--- config.mk ---
export PLATFORM = sky130hd
export DESIGN_NAME = corner_keypoint_reader_flat
export DESIGN_NICKNAME = d
export VERILOG_FILES = /design/src/rtl/fast_pkg.sv /design/src/rtl/corner_keypoint_reader_if.sv /design/src/rtl/raster_counter.sv /design/src/rtl/corner_keypoint_reader.sv /design/src/flat_wrapper.sv
export SDC_FILE = /design/constraint.sdc
export NUM_CORES = 1
export LEC_CHECK = 0
export ABC_AREA = 1
export CORE_MARGIN = 2
export CORE_UTILIZATION = 45
export DETAILED_ROUTE_END_ITERATION = 12
export PLACE_DENSITY = 0.75
export SLEW_MARGIN = 20
export SYNTH_ARGS = -nofsm -noshare
export SYNTH_HDL_FRONTEND = slang
export SYNTH_SLANG_ARGS = --single-unit
--- constraint.sdc ---
create_clock -name clk -period 2.15 [get_ports clk]
set_input_delay 0.3225 -clock clk [delete_from_list [all_inputs] [get_ports clk]]
set_output_delay 0.3225 -clock clk [all_outputs]
set_load 0.02 [all_outputs]
--- src/rtl/fast_pkg.sv ---
// Shared definitions for the FAST corner-score path: reader FSM states,
// default score width and the SRAM4 address-width helper.
// No ports; imported by the reader, its raster counter and its stream interface.
package fast_pkg;

    localparam int SCORE_W_DEFAULT = 12;

    typedef enum logic [2:0] {
        KP_IDLE,
        KP_READ,
        KP_WAIT,
        KP_EMIT,
        KP_DONE
    } kp_state_t;

    // SRAM4 address width: one bit wider than needed to count the capacity.
    function automatic int addr_w(input int n);
        return $clog2(n) + 1;
    endfunction

endpackage

--- src/rtl/corner_keypoint_reader_if.sv ---
// Keypoint stream (valid/ready) from the corner reader to the descriptor stage.
// Ports: kp_valid/kp_x/kp_y/kp_score driven by master, kp_ready driven by slave.
// Payload must stay stable while kp_valid is high and kp_ready is low.
interface corner_keypoint_reader_if
    import fast_pkg::*;
#(
    parameter int ADDR_W  = addr_w(10),
    parameter int SCORE_W = SCORE_W_DEFAULT
);
    logic               kp_valid;
    logic               kp_ready;
    logic [ADDR_W-1:0]  kp_x;
    logic [ADDR_W-1:0]  kp_y;
    logic [SCORE_W-1:0] kp_score;

    modport master (output kp_valid, kp_x, kp_y, kp_score, input kp_ready);
    modport slave  (input kp_valid, kp_x, kp_y, kp_score, output kp_ready);
endinterface

--- src/rtl/raster_counter.sv ---
// Raster position counter: x runs first, wraps at max_x-1 and bumps y.
// Ports: clk/rst, clear (to 0,0), advance (step once), max_x/max_y bounds;
// outputs registered x/y and combinational last (at max_x-1, max_y-1).
module raster_counter
    import fast_pkg::*;
#(
    parameter int AW = addr_w(10)
) (
    input  logic          clk,
    input  logic          rst,
    input  logic          clear,
    input  logic          advance,
    input  logic [AW-1:0] max_x,
    input  logic [AW-1:0] max_y,
    output logic [AW-1:0] x,
    output logic [AW-1:0] y,
    output logic          last
);

    logic x_end;
    logic y_end;

    assign x_end = (x == max_x - 1'b1);
    assign y_end = (y == max_y - 1'b1);
    assign last  = x_end && y_end;

    always_ff @(posedge clk) begin
        if (rst || clear) begin
            x <= '0;
            y <= '0;
        end else if (advance) begin
            if (x_end) begin
                x <= '0;
                // Stepping past the last pixel wraps to (0,0); harmless, the FSM stops there.
                y <= y_end ? '0 : y + 1'b1;
            end else begin
                x <= x + 1'b1;
            end
        end
    end

endmodule

--- src/rtl/corner_keypoint_reader.sv ---
// Raster-scans SRAM4 corner scores and emits (x, y, score) for scores >= MIN_SCORE.
// Ports: start/max_x/max_y control, SRAM4 read port (read_SRAM4, x/y_addr4, score_in),
// keypoint stream interface kp, status busy/done/kp_count. All outputs registered.
module corner_keypoint_reader
    import fast_pkg::*;
#(
    parameter int X_MAX     = 10,
    parameter int Y_MAX     = 10,
    parameter int SCORE_W   = SCORE_W_DEFAULT,
    parameter int MIN_SCORE = 1,
    localparam int DW = $clog2(X_MAX),
    localparam int AW = addr_w(X_MAX),
    localparam int CW = $clog2(X_MAX * Y_MAX + 1)
) (
    input  logic                 clk,
    input  logic                 rst,
    input  logic                 start,
    input  logic [DW-1:0]        max_x,
    input  logic [DW-1:0]        max_y,
    output logic                 read_SRAM4,
    output logic [AW-1:0]        x_addr4,
    output logic [AW-1:0]        y_addr4,
    input  logic [SCORE_W-1:0]   score_in,
    corner_keypoint_reader_if.master kp,
    output logic                 busy,
    output logic                 done,
    output logic [CW-1:0]        kp_count
);

    kp_state_t     state;
    kp_state_t     state_n;
    logic [AW-1:0] dim_x;
    logic [AW-1:0] dim_y;
    logic [AW-1:0] clamp_x;
    logic [AW-1:0] clamp_y;
    logic [AW-1:0] pos_x;
    logic [AW-1:0] pos_y;
    logic          last;
    logic          clear;
    logic          advance;
    logic          take;
    logic          accept;

    assign clamp_x = (AW'(max_x) > AW'(X_MAX)) ? AW'(X_MAX) : AW'(max_x);
    assign clamp_y = (AW'(max_y) > AW'(Y_MAX)) ? AW'(Y_MAX) : AW'(max_y);

    raster_counter #(.AW(AW)) u_raster (
        .clk     (clk),
        .rst     (rst),
        .clear   (clear),
        .advance (advance),
        .max_x   (dim_x),
        .max_y   (dim_y),
        .x       (pos_x),
        .y       (pos_y),
        .last    (last)
    );

    // The counter registers double as the SRAM4 address registers.
    assign x_addr4 = pos_x;
    assign y_addr4 = pos_y;

    always_ff @(posedge clk) begin
        if (rst) state <= KP_IDLE;
        else     state <= state_n;
    end

    always_comb begin
        state_n = state;
        clear   = 1'b0;
        advance = 1'b0;
        take    = 1'b0;
        accept  = 1'b0;
        case (state)
            KP_IDLE: begin
                if (start) begin
                    clear   = 1'b1;
                    state_n = (clamp_x == '0 || clamp_y == '0) ? KP_DONE : KP_READ;
                end
            end
            KP_READ: state_n = KP_WAIT;
            KP_WAIT: begin
                if (score_in >= SCORE_W'(MIN_SCORE)) begin
                    take    = 1'b1;
                    state_n = KP_EMIT;
                end else begin
                    advance = 1'b1;
                    state_n = last ? KP_DONE : KP_READ;
                end
            end
            KP_EMIT: begin
                if (kp.kp_ready) begin
                    accept  = 1'b1;
                    advance = 1'b1;
                    state_n = last ? KP_DONE : KP_READ;
                end
            end
            KP_DONE: state_n = KP_IDLE;
            default: state_n = KP_IDLE;
        endcase
    end

    // Outputs are decoded from the next state so they line up with the state itself.
    always_ff @(posedge clk) begin
        if (rst) begin
            read_SRAM4  <= 1'b0;
            busy        <= 1'b0;
            done        <= 1'b0;
            kp.kp_valid <= 1'b0;
            kp.kp_x     <= '0;
            kp.kp_y     <= '0;
            kp.kp_score <= '0;
            kp_count    <= '0;
            dim_x       <= '0;
            dim_y       <= '0;
        end else begin
            read_SRAM4  <= (state_n == KP_READ);
            busy        <= (state_n != KP_IDLE);
            done        <= (state_n == KP_DONE);
            kp.kp_valid <= (state_n == KP_EMIT);
            if (clear) begin
                dim_x    <= clamp_x;
                dim_y    <= clamp_y;
                kp_count <= '0;
            end else if (accept) begin
                kp_count <= kp_count + 1'b1;
            end
            if (take) begin
                kp.kp_x     <= pos_x;
                kp.kp_y     <= pos_y;
                kp.kp_score <= score_in;
            end
        end
    end

endmodule

--- src/flat_wrapper.sv ---
// flat-port wrapper written by rule: the top's interface ports become plain ports
module corner_keypoint_reader_flat import fast_pkg::*;
#(
    parameter int X_MAX     = 10,
    parameter int Y_MAX     = 10,
    parameter int SCORE_W   = SCORE_W_DEFAULT,
    parameter int MIN_SCORE = 1,
    localparam int DW = $clog2(X_MAX),
    localparam int AW = addr_w(X_MAX),
    localparam int CW = $clog2(X_MAX * Y_MAX + 1)
)
  (clk, rst, start, max_x, max_y, read_SRAM4, x_addr4, y_addr4, score_in, busy, done, kp_count, kp_kp_valid, kp_kp_x, kp_kp_y, kp_kp_score, kp_kp_ready);
  corner_keypoint_reader_if #(.ADDR_W(5), .SCORE_W(SCORE_W)) kp_i ();
  input  logic clk;
  input  logic rst;
  input  logic start;
  input  logic [DW-1:0] max_x;
  input  logic [DW-1:0] max_y;
  output logic read_SRAM4;
  output logic [AW-1:0] x_addr4;
  output logic [AW-1:0] y_addr4;
  input  logic [SCORE_W-1:0] score_in;
  output logic busy;
  output logic done;
  output logic [CW-1:0] kp_count;
  output wire logic [$bits(kp_i.kp_valid)-1:0] kp_kp_valid;
  output wire logic [$bits(kp_i.kp_x)-1:0] kp_kp_x;
  output wire logic [$bits(kp_i.kp_y)-1:0] kp_kp_y;
  output wire logic [$bits(kp_i.kp_score)-1:0] kp_kp_score;
  input wire logic [$bits(kp_i.kp_ready)-1:0] kp_kp_ready;
  assign kp_kp_valid = kp_i.kp_valid;
  assign kp_kp_x = kp_i.kp_x;
  assign kp_kp_y = kp_i.kp_y;
  assign kp_kp_score = kp_i.kp_score;
  assign kp_i.kp_ready = kp_kp_ready;
  corner_keypoint_reader #(.X_MAX(X_MAX), .Y_MAX(Y_MAX), .SCORE_W(SCORE_W), .MIN_SCORE(MIN_SCORE)) u_core (.clk(clk), .rst(rst), .start(start), .max_x(max_x), .max_y(max_y), .read_SRAM4(read_SRAM4), .x_addr4(x_addr4), .y_addr4(y_addr4), .score_in(score_in), .kp(kp_i), .busy(busy), .done(done), .kp_count(kp_count));
endmodule
# Yosys cells after proc, flatten, opt, wreduce, memory -nomap -nowiden
# Index checks and enable logic that the tools add are counted.
[op_classes]
mux = 18
order_cmp = 3
add_sub_neg = 5
eq_ne = 8
n_reduce_logical = 9
[op_table]
columns = ["operator", "n"]
rows = [
  ["$mux W3", 5],
  ["$ge A12 B1 Y1 const B", 1],
  ["$pmux W3 S4", 1],
  ["$add A5 B1 Y5 const B", 2],
  ["$eq A5 B5 Y1", 2],
  ["$logic_not A5 Y1", 2],
  ["$mux W5", 2],
  ["$sub A5 B1 Y5 const B", 2],
  ["$eq A3 B2 Y1 const B", 3],
  ["$gt A4 B4 Y1 const B", 2],
  ["$mux W4", 2],
  ["$add A7 B1 Y7 const B", 1],
  ["$mux W1", 7],
  ["$eq A3 B1 Y1 const B", 2],
  ["$eq A3 B3 Y1 const B", 1],
  ["$logic_not A3 Y1", 1],
  ["$reduce_bool A3 Y1", 1],
  ["$logic_or A1 B1 Y1", 2],
  ["$pmux W1 S2", 1],
  ["$reduce_and A2 Y1", 1],
  ["$reduce_or A2 Y1", 1],
  ["$logic_and A1 B1 Y1", 1],
]
[totals]
inputBits = 24
regBits = 56
output_inout_bits = 43

# Longest topological paths before layout
# Gate-level depths: netlist (run 1).
[depth]
depth_word = 8
depth_mapped = 14

# Modules after synthesis
# Synthesis (run 1) repeated with hierarchy kept, for this count alone.
[hier_totals]
cells_unflattened = 396
hier_area_um2 = 2731.4
[modules_own_cells]
columns = ["module", "seq_area_each_um2", "area_per_inst_um2", "instances", "cells_each"]
rows = [
  ["corner_keypoint_reader", 880.8, 1828.0, 1, 242],
  ["raster_counter", 200.2, 903.4, 1, 154],
]

# Worst setup path before layout (run 1)
# No wires, ideal clock.
[synth_path]
kind = "reg2reg"
start = "register u_core.dim_y[0]"
end = "register u_core.kp.kp_valid"
path_buffers = 0
synth_period_minus_slack_ps = 1597
stages_incl_launch_ff = 12
arrival_ps = 1482
setup_slack_ps = 553
t_required_ps = 2035
path_cell_list = "dfxtp_1 inv_2 ha_1 nand2_1 nand2_1 nor2_1 nand3_1 nor2_2 nand3_1 nand2_1 nand3_1 and2_1"
[synth_via]
elab_chain_cells = 7
word_cells_on_any_way = 8
[synth_lines]
columns = ["item", "line", "text"]
rows = [
  ["start: declaration", "corner_keypoint_reader.sv:33", "logic [AW-1:0] dim_y;"],
  ["start signal: assignment", "corner_keypoint_reader.sv:123", "dim_y <= clamp_y;"],
  ["$sub A5 B1 Y5 *", "raster_counter.sv:24", "assign y_end = (y == max_y - 1'b1);"],
  ["$eq A5 B5 Y1 *", "raster_counter.sv:24", ""],
  ["$logic_and A1 B1 Y1 *", "raster_counter.sv:25", "assign last = x_end && y_end;"],
  ["$mux W3 *", "corner_keypoint_reader.sv:88, corner_keypoint_reader.sv:95", ""],
  ["$mux W3, on equally long branches", "corner_keypoint_reader.sv:92, corner_keypoint_reader.sv:83", ""],
  ["$pmux W3 S4 *", "corner_keypoint_reader.sv:74", "case (state)"],
  ["$eq A3 B2 Y1 *", "corner_keypoint_reader.sv:120", "kp.kp_valid <= (state_n == KP_EMIT);"],
  ["end signal: assignment", "corner_keypoint_reader.sv:120", ""],
  ["end: declaration", "corner_keypoint_reader_if.sv:16", "modport master (output kp_valid, kp_x, kp_y, kp_score, input kp_ready);"],
]
# Mark *: on every way between the ends. The rest lies on a longest branch, timed or not.
# A chain may end at the register's enable or synchronous reset.

# Worst setup path after layout (run 1)
[layout_path]
start = "register u_core.dim_y[0]"
end = "register u_core.busy"
[layout_via]
elab_chain_cells = 7
word_cells_on_any_way = 8
[layout_lines]
columns = ["item", "line", "text"]
rows = [
  ["$sub A5 B1 Y5 *", "raster_counter.sv:24", ""],
  ["$eq A5 B5 Y1 *", "raster_counter.sv:24", ""],
  ["$logic_and A1 B1 Y1 *", "raster_counter.sv:25", ""],
  ["$mux W3 *", "corner_keypoint_reader.sv:88, corner_keypoint_reader.sv:95", ""],
  ["$mux W3, on equally long branches", "corner_keypoint_reader.sv:92, corner_keypoint_reader.sv:83", ""],
  ["$pmux W3 S4 *", "corner_keypoint_reader.sv:74", ""],
  ["$reduce_bool A3 Y1 *", "corner_keypoint_reader.sv:118", "busy <= (state_n != KP_IDLE);"],
  ["end signal: assignment", "corner_keypoint_reader.sv:118", ""],
  ["end: declaration", "corner_keypoint_reader.sv:25", "output logic busy,"],
]
# Marked as above.

==> results.md, run 1 <==
- Fmax: 0.5492 GHz
- Slew headroom: 72.50%
- Slowest Stage Delay on Critical Path: 0.37 ns
- Placeable Area: 5439 um2
- Worst hold start: u_core.kp.kp_score[3]
- DR WL/cell: 12.39 um
- Initial DRT Pass Iterations: 4
- Worst Path Required: 2.36 ns
- Cts hold-fix bufs: 0
- Hold Vio Cnt, Final: 0
- IO buf count: 66
- Status: complete, no violations
- Maximum VDD drop: 478.4 uV
- Critical path arrival: 2.03 ns
- CTS tree: done
- Vias: 2,435
- Smallest hold slack: 0.4728 ns
- Fraction of layout cells with a size suffix above 1: 8.873%
- CTS max path bufs: 2
- Delay-heaviest family, CP: simple AND/OR/NAND/NOR gates
- Reg2reg start: u_core.dim_y[0]
- Ant. Diodes: 0
- Max Cap Viol: 0
- Tcrit/Tclk final: 84.68%
- H-tree levels: 2
- Startpoint types: flip-flop
- Net Count, Synth: 376
- Synth Area per Inst: 7.248 um2
- Type of the worst setup path: reg -> reg
- Post-synthesis cell area: 2515 um2
- Largest net degree at the start of global routing: 32
- EDFF count, synth: 0
- Layout overhead on the synthesized area: 34.43%
- Clock sink total: 54
- Setup slack after layout: 0.3293 ns
- Detail Route Antenna Nets: 0
- GR Util All Layers: 20.43%
- Crit path time final: 1.821 ns
- PwrDens: 769.1 nW/um2
- Post-layout power: 2.600 mW
- Placed cells: 482
- Number of global-route vias before repair: 2,254
- Distinct cells, synth: 39
- Via density: 4.980
- Routability cong.: 0.8937
- Commonest cells after routing, fill and taps aside: nand2_1, clkdlybuf4s50_1, dfxtp_1
- Reg2reg setup slack: 0.33 ns
- RSZ-0062 raised after global routing: false
- DP Worst Slack: 0.2112 ns
- Cells on worst reg2reg path: 13
- Top Ports: 67
- FP Rows: 27
- Initial antenna violation count: 0
- Critical-path cell list: inv_2, ha_1, inv_1, nand2_1, nand2_1, nor2_1, nand3_1, nor2_2, nand3_1, nand2_1, nand3_1, nand2_1, nand2_1
- DRC Markers: 0
- Synth Register Bits: 54
- Class of the worst hold path: reg -> reg
- Die area: 6202 um2
- Starting DRC count in detailed routing: 135
- Initial core utilization: 46.24%
- HPWL Detailed: 4605 um
- Final Non-Filler Cells: 489
- Worst setup EP type: flip-flop
- Setup TNS: 0 ns
- First-pass GRT wire length: 10,200 um
- Crit path top cell by count: nand2_1
- GR Overflow Total: 0
- Crit path from: u_core.dim_y[0]
- R2r endpoint: u_core.busy
- Slew Limit Fails: 0
- Worst skew pair latency: 0.31 ns
- Final setup violation count: 0
- Pin slew with the least headroom to its limit: 0.4100 ns
- Cells after Synth: 347
- Nets@finish: 446
- CTS Buf Count: 5
- Top FF cell, synth: dfxtp_1
- Cts repair resizes: 0
- Leakage power: 1.342 nW
- Commonest non-fill, non-tap cell in the layout: nand2_1
- WL final: 6059 um
- Setup Fix Bufs, Post-CTS: 0
- Clock slew at reported path FFs: 0.09 ns
- Die width: 78.76 um
- Critical path buffer and inverter count: 2
- Slowest stage cell, crit path: dfxtp_1
- Hold Path Sink: u_core.kp.kp_score[3]
- Hold Crit Depth: 2
- Height of the chip: 78.76 um
- Biggest fanout along the worst timing path: 4
- Root buffer cell: clkbuf_8
- Clock Skews: 0.004702 ns
- Synth warnings: 0
- Seq/Total Area, Yosys: 42.99%
- FFs w/ async S/R, synth: 0%
-- cell usage after synthesis, types with 2 or more instances --
cell type | count | area share [%]
nor3_1 | 8 | 1.6
nand2_4 | 3 | 1.3
buf_2 | 5 | 0.99
nor2_4 | 3 | 1.3
a211oi_1 | 2 | 0.60
o21ai_0 | 21 | 4.2
clkbuf_2 | 2 | 0.40
o21ai_1 | 7 | 1.4
nand2_1 | 68 | 10
nand4_1 | 3 | 0.75
xor2_1 | 5 | 1.7
ha_1 | 5 | 2.5
dfxtp_1 | 54 | 43
a21oi_1 | 26 | 5.2
nand3_1 | 23 | 4.6
nor2_1 | 50 | 7.5
nand3_2 | 2 | 0.80
nor2_2 | 2 | 0.50
inv_1 | 32 | 4.8
inv_2 | 7 | 1.0
-- final cells by class --
class | count | area [um2]
Inverter | 41 | 155.1
Sequential cell | 54 | 1081
Multi-Input combinational cell | 243 | 1236
Timing Repair Buffer | 72 | 705.7
Clock inverter | 1 | 30.03
Tap cell | 72 | 90.09
Fill cell | 500 | 2058
Clock buffer | 6 | 82.58
-- report_power, final --
part,switching (mW),total (mW),internal (mW)
combinational,0.422,0.743,0.320
sequential,0.0547,1.16,1.11
clock,0.322,0.695,0.373
-- registers in the layout, indices dropped and copies added, names as in the netlist --
register	flops
u_core.u_raster.x	5
u_core.kp.kp_x	5
u_core.state	3
u_core.dim_y	4
u_core.read_SRAM4	1
u_core.kp.kp_valid	1
u_core.kp.kp_score	12
u_core.dim_x	4
u_core.done	1
u_core.u_raster.y	5
u_core.kp.kp_y	5
u_core.kp_count	7
u_core.busy	1
-- logic make-up after synthesis --
family / share of synthesized area [%]
flip-flops: 42.99
buffers and inverters: 7.860
AO/OA/AOI/OAI: 13.58
XOR/XNOR: 1.741
AND/OR/NAND/NOR: 31.34
adder cells (fa/ha/maj): 2.488
-- metrics by stage --
| stage | util, % | instance area (um2) |
|---|---|---|
| 6_report | 62.16 | 3381 |
| 5_1_grt | 62.16 | 3381 |
| 4_1_cts | 62.16 | 3381 |
| 3_5_place_dp | 60.09 | 3268 |
| 3_3_place_gp | 60.09 | 3268 |
| 2_1_floorplan | - | 2515 |
-- per-layer routing --
layer / GRT usage [%] / wire length (um) / up-vias
li1: - / - / 1257
met1: 27.85 / 2817 / 1095
met2: 33.08 / 2751 / 72
met3: 3.523 / 386 / 11
met4: 6.316 / 104 / 0
met5: 0 / 0 / -
-- how the worst max path moves through the flow --
| stage | end | cells after the start |
|---|---|---|
| floorplan | u_core.kp.kp_valid | 11 |
| global placement | u_core.u_raster.y[3] | 9 |
| detailed placement | u_core.kp.kp_x[3] | 9 |
| CTS | u_core.kp.kp_valid | 12 |
| global route | u_core.busy | 13 |
| finish | u_core.busy | 13 |
-- tightest hold or removal path, delay by kind of cell, from the launching register on --
family          cells  cell delay, ns
flops               1            0.32
simple gates        1            0.06
compound gates      1            0.05
No activity file was read; power rests on OpenSTA's default activity.
==> run 2: changes to the inputs <==
--- a/config.mk
+++ b/config.mk
@@ -7,7 +7,7 @@
 export LEC_CHECK = 0
 export ABC_AREA = 1
 export CORE_MARGIN = 2
-export CORE_UTILIZATION = 45
+export CORE_UTILIZATION = 43
 export DETAILED_ROUTE_END_ITERATION = 12
 export PLACE_DENSITY = 0.75
 export SLEW_MARGIN = 20
==> constraint.sdc (replaced) <==
create_clock -name clk -period 1.6 [get_ports clk]
set_input_delay 0.24 -clock clk [delete_from_list [all_inputs] [get_ports clk]]
set_output_delay 0.24 -clock clk [all_outputs]
set_load 0.02 [all_outputs]
==> run 2 against run 1 <==
Compared with the run above:
- register-to-register slack worse by 0.47 ns
- count of clock-buffer cells in the layout unchanged
- highest routed layer unchanged
- the flow now finishes with violations (setup timing)
- clock skew up 0.0026 ns
- hold slack worse by 0.0040 ns
- critical path type unchanged
- sequential power up 35%
==> results.md, run 2 (synthesized netlist as in run 1, its figures left out) <==
- Leakage power: 1.653 nW
- Die width: 80.48 um
- GR Util met1: 25.37%
- Initial antenna violation count: 0
- Reg area: 1086 um2
- PwrDens: 950.6 nW/um2
- GR Util All Layers: 21.09%
- First-pass GRT wire length: 10,740 um
- Die area: 6476 um2
- Number of flip-flops in the largest register: 12
- Startpoint types: flip-flop
- Fillers: 462
- Layout overhead on the synthesized area: 50.45%
- Type of the worst setup path: reg -> reg
- Largest net degree at the start of global routing: 32
- Psw: 1.204 mW
- Max Cap Viol: 0
- Critical path arrival: 1.96 ns
- Dpl cell area: 3483 um2
- CTS max path bufs: 2
- Tcrit/Tclk final: 109.0%
- Slew headroom: 76.85%
- IO buf count: 66
- Routability cong.: 0.8918
- DRC Markers: 0
- Ant. Diodes: 0
- Reg power frac: 43.7%
- Smallest hold slack: 0.4688 ns
- Combinational share of power: 33.4%
- Placeable Area: 5574 um2
- Worst setup EP type: flip-flop
- Failing checks: setup timing
- Commonest cells after routing, fill and taps aside: nand2_1, clkdlybuf4s50_1, dfxtp_1
- Slew Limit Fails: 0
- Class of the worst hold path: reg -> reg
- Clock slew at reported path FFs: 0.10 ns
- Fraction of layout cells with a size suffix above 1: 22.35%
- RSZ-0062 raised after global routing: true
- Nets@finish: 480
- Initial core utilization: 45.12%
- Clock sink total: 54
- Worst Path Required: 1.82 ns
- Vias: 2,609
- Detail Route Antenna Nets: 0
- Starting DRC count in detailed routing: 116
- Initial DRT Pass Iterations: 4
- Crit path time final: 1.744 ns
- GR peak layer: met2
- Fmax: 0.5733 GHz
- Height of the chip: 80.48 um
- H-tree levels: 2
- CTS Buf Count: 5
- GR Util met2: 37.25%
- Final setup violation count: 14
- Pin slew with the least headroom to its limit: 0.3443 ns
- M3 GR Usage: 3.933%
- FP Rows: 27
- Cts hold-fix bufs: 0
- Setup slack after layout: -0.1441 ns
- Maximum VDD drop: 430.6 uV
- DR WL/cell: 13.53 um
- Multi-input gate area: 1381 um2
- Commonest non-fill, non-tap cell in the layout: nand2_1
- Post-layout power: 3.597 mW
- Via density: 4.979
- Biggest registers after layout: u_core.kp.kp_score x12, u_core.kp_count x7
- Clock Skews: 0.007346 ns
- DP Worst Slack: -0.2278 ns
- Hold Vio Cnt, Final: 0
- WL final: 7091 um
- Internal: 2.393 mW
- HPWL Detailed: 4973 um
- Biggest register: u_core.kp.kp_score
- Number of global-route vias before repair: 2,501
- Top Ports: 67
- Status: finished with violations
- Post-route cell area: 3784 um2
- Worst skew pair latency: 0.31 ns
- Clock share of power: 23.0%
- GR Overflow Total: 0
- Biggest fanout along the worst timing path: 5
- Root buffer cell: clkbuf_8
- Sw frac: 33.48%
- CTS tree: done
==> run 2: per-stage QoR <==
stage | std cells | setup TNS (ns) | util [%]
final | 524 | -1.120 | 67.88
after detailed placement | 509 | -5.623 | 62.49
after global routing | 524 | -2.804 | 67.88
after global placement | 509 | -3.923 | 62.49
after floorplan | 347 | 0 | -
after CTS | 520 | -0.6318 | 65.39
==> run 2: area by class of cell <==
cell class | count | area share, %
multi-input cells | 243 | 36.51
flip-flops and latches | 54 | 28.70
repair buffers | 106 | 25.63
inverters | 41 | 4.134
well taps | 72 | 2.381
clock buffers | 6 | 2.183
clock inverters | 2 | 0.4630
==> run 2: path summary, 6_finish.rpt <==
| kind | startpoint | depth (start not counted) | end | slack (ns) |
|---|---|---|---|---|
| worst max-delay path | u_core.dim_x[0] | 12 | u_core.kp.kp_valid | -0.14 |
| worst min-delay path | u_core.kp_count[6] | 2 | u_core.kp_count[6] | 0.47 |
| worst max register to register | u_core.dim_x[0] | 12 | u_core.kp.kp_valid | -0.14 |
| worst min register to register | u_core.kp_count[6] | 2 | u_core.kp_count[6] | 0.47 |
==> run 2: power by group through the flow <==
stage | Combinational (mW) | Clock [mW] | Sequential, mW
after global placement | 1.06 | 0 | 1.59
after global routing | 1.31 | 0.897 | 1.59
after floorplan | 0.469 | 0 | 1.72
final | 1.20 | 0.826 | 1.57
after detailed placement | 1.08 | 0 | 1.60
after CTS | 1.12 | 0.839 | 1.57
==> run 2: layer usage <==
metal  vias up  part of all wire, %
met5         -                    0
li1       1332                    -
met1      1211                   45
met2        57                   50
met4         0                  1.0
met3         9                  3.8
==> run 2: timing repair <==
action / CTS / global route
pin swaps: 6 / 13
cloned: 0 / 0
endpoints found under the setup margin: 28 / 22
gates resized for setup: 26 / 30
setup buffers: 3 / 4
==> run 2: critical path, cell delays in order (launching register included) <==
cell     delay [ns]
dfxtp_2        0.34
inv_2          0.05
ha_4           0.27
inv_2          0.02
nand2_1        0.05
nand2_1        0.05
nor2_2         0.09
nand3_2        0.09
nor2_4         0.22
nand2_1        0.12
nand2_2        0.10
nand3_4        0.09
and2_4         0.14
==> run 3: changes to the inputs <==
--- a/config.mk
+++ b/config.mk
@@ -6,7 +6,7 @@
 export NUM_CORES = 1
 export LEC_CHECK = 0
 export ABC_AREA = 1
-export CORE_MARGIN = 2
+export CORE_MARGIN = 5
 export CORE_UTILIZATION = 43
 export DETAILED_ROUTE_END_ITERATION = 12
 export PLACE_DENSITY = 0.75
==> run 3 against run 2 <==
Compared with the run above:
- the flow still finishes with violations (setup timing)
- clock skew shrank 0.00057 ns
- final area is 1.1% lower
- final cell count up 0.57%
- wire length decreased by 3.3%
- via count shrank 1.3%
==> results.md, run 3 (synthesized netlist as in run 1, its figures left out) <==
- Status: finished with violations
- Failing checks: setup timing
- Crit path top cell by count: nand2_1
- Biggest registers after layout: u_core.kp.kp_score x12, u_core.kp_count x7
- IO buf count: 66
- Worst Path Required: 1.82 ns
- Final setup violation count: 9
- DRC Markers: 0
- Setup slack after layout: -0.09247 ns
- Leakage power: 1.693 nW
- Slew Limit Fails: 0
- Slew headroom: 78.14%
- Biggest fanout along the worst timing path: 4
- Worst setup EP type: flip-flop
- Biggest register: u_core.kp.kp_score
- Vias: 2,574
- PwrDens: 945.8 nW/um2
- Worst skew pair latency: 0.31 ns
- Combinational share of power: 32.9%
- Top Ports: 67
- H-tree levels: 2
- Placeable Area: 5608 um2
- Type of the worst setup path: reg -> reg
- Pin slew with the least headroom to its limit: 0.3251 ns
- Number of global-route vias before repair: 2,518
- Class of the worst hold path: reg -> reg
- Startpoint types: flip-flop
- Initial antenna violation count: 0
- GR Util All Layers: 18.71%
- Clock slew at reported path FFs: 0.11 ns
- Commonest non-fill, non-tap cell in the layout: nand2_1
- Critical-path cell list: inv_1, ha_4, inv_1, nand2_1, nand2_1, nor2_2, nand3_2, nor2_4, nand2_1, nand2_1, nand3_2, and2_1
- Clock sink total: 54
- DR WL/cell: 13.01 um
- Internal: 2.361 mW
- Number of flip-flops in the largest register: 12
- RSZ-0062 raised after global routing: true
- Starting DRC count in detailed routing: 114
- Die area: 7478 um2
- Critical path arrival: 1.91 ns
- Tcrit/Tclk final: 105.8%
- Largest net degree at the start of global routing: 32
- GR Overflow Total: 0
- Routability cong.: 0.8592
- Fmax: 0.5909 GHz
- Via density: 4.884
- Height of the chip: 86.48 um
- Commonest cells after routing, fill and taps aside: nand2_1, clkdlybuf4s50_1, dfxtp_1
- Nets@finish: 483
- Fraction of layout cells with a size suffix above 1: 20.66%
- Maximum VDD drop: 474.5 uV
- Ant. Diodes: 0
- CTS tree: done
- WL final: 6858 um
- DP Worst Slack: -0.2066 ns
- Post-route cell area: 3742 um2
- Psw: 1.178 mW
- Cts hold-fix bufs: 0
- Reg power frac: 44.3%
- Initial DRT Pass Iterations: 4
- Max Cap Viol: 0
- Final core occ: 66.73%
- Clock Skews: 0.006777 ns
- Die width: 86.48 um
- HPWL Detailed: 5346 um
- CTS Buf Count: 5
- Post-layout power: 3.539 mW
- Clock share of power: 22.8%
- Dpl cell area: 3536 um2
- First-pass GRT wire length: 11,340 um
- Sw frac: 33.29%
- FP Rows: 27
- Slowest stage cell, crit path: dfxtp_2
- Slowest Stage Delay on Critical Path: 0.35 ns
- Hold Vio Cnt, Final: 0
- Detail Route Antenna Nets: 0
- Root buffer cell: clkbuf_8
- Initial core utilization: 44.85%
- Crit path time final: 1.692 ns
- CTS max path bufs: 2
- Layout overhead on the synthesized area: 48.81%
## run 3: cell types whose count changed in the layout (fill, tap and decap cells not counted), moves of 3 or more
cell and change:
nand3_4 -3, buf_4 +5, dlymetal6s2s_1 +3, nand2_1 +6
nand2_2 -5
## run 3: power by group through the flow
stage / logic [mW] / registers (mW) / clock network (mW)
2_1_floorplan: 0.469 / 1.72 / 0
3_3_place_gp: 1.08 / 1.59 / 0
3_5_place_dp: 1.10 / 1.59 / 0
4_1_cts: 1.14 / 1.57 / 0.822
5_1_grt: 1.27 / 1.59 / 0.885
6_report: 1.16 / 1.57 / 0.807
## run 3: path summary, 6_finish.rpt
path / startpoint / to / slack [ns] / depth (start not counted)
max: u_core.dim_y[1] / u_core.kp.kp_valid / -0.09 / 12
min: u_core.kp.kp_score[3] / u_core.kp.kp_score[3] / 0.47 / 2
max reg2reg: u_core.dim_y[1] / u_core.kp.kp_valid / -0.09 / 12
min reg2reg: u_core.kp.kp_score[3] / u_core.kp.kp_score[3] / 0.47 / 2
## run 3: cell type report
cell class / instances / area (um2)
fill: 511 / 1866
multi-input combinational: 243 / 1318
sequential: 54 / 1086
timing repair buffer: 109 / 994.7
inverter: 41 / 156.4
tap: 72 / 90.09
clock buffer: 5 / 68.82
clock inverter: 3 / 28.78
## run 3: per-stage QoR
step	setup TNS (ns)	hold slack (ns)	instances
floorplan	0	0.3857	347
detailed placement	-4.999	0.4536	516
CTS	-1.147	0.4693	526
global route	-2.037	0.4953	527
global placement	-3.787	0.4496	516
finish	-0.5471	0.4693	527
## run 3: timing repair
item                       in CTS  in global routing
setup endpoints to repair      26                 23
setup buffers                   2                  1
resized for setup              23                 17
pin swaps                      10                 14
## run 3: critical path, delay by kind of cell (launching register included)
| family | cells | cell delay, ns |
|---|---|---|
| fa+ha+maj | 1 | 0.27 |
| simple gates | 9 | 0.87 |
| buf+inv | 2 | 0.11 |
| flops | 1 | 0.35 |
## run 3: routing by layer
metal,share of wire [%],track usage [%],up-vias
li1,-,-,1331
met5,0,0,-
met2,49,32.06,62
met3,4.7,2.947,2
met1,46,24.65,1179
met4,0.52,4.391,0
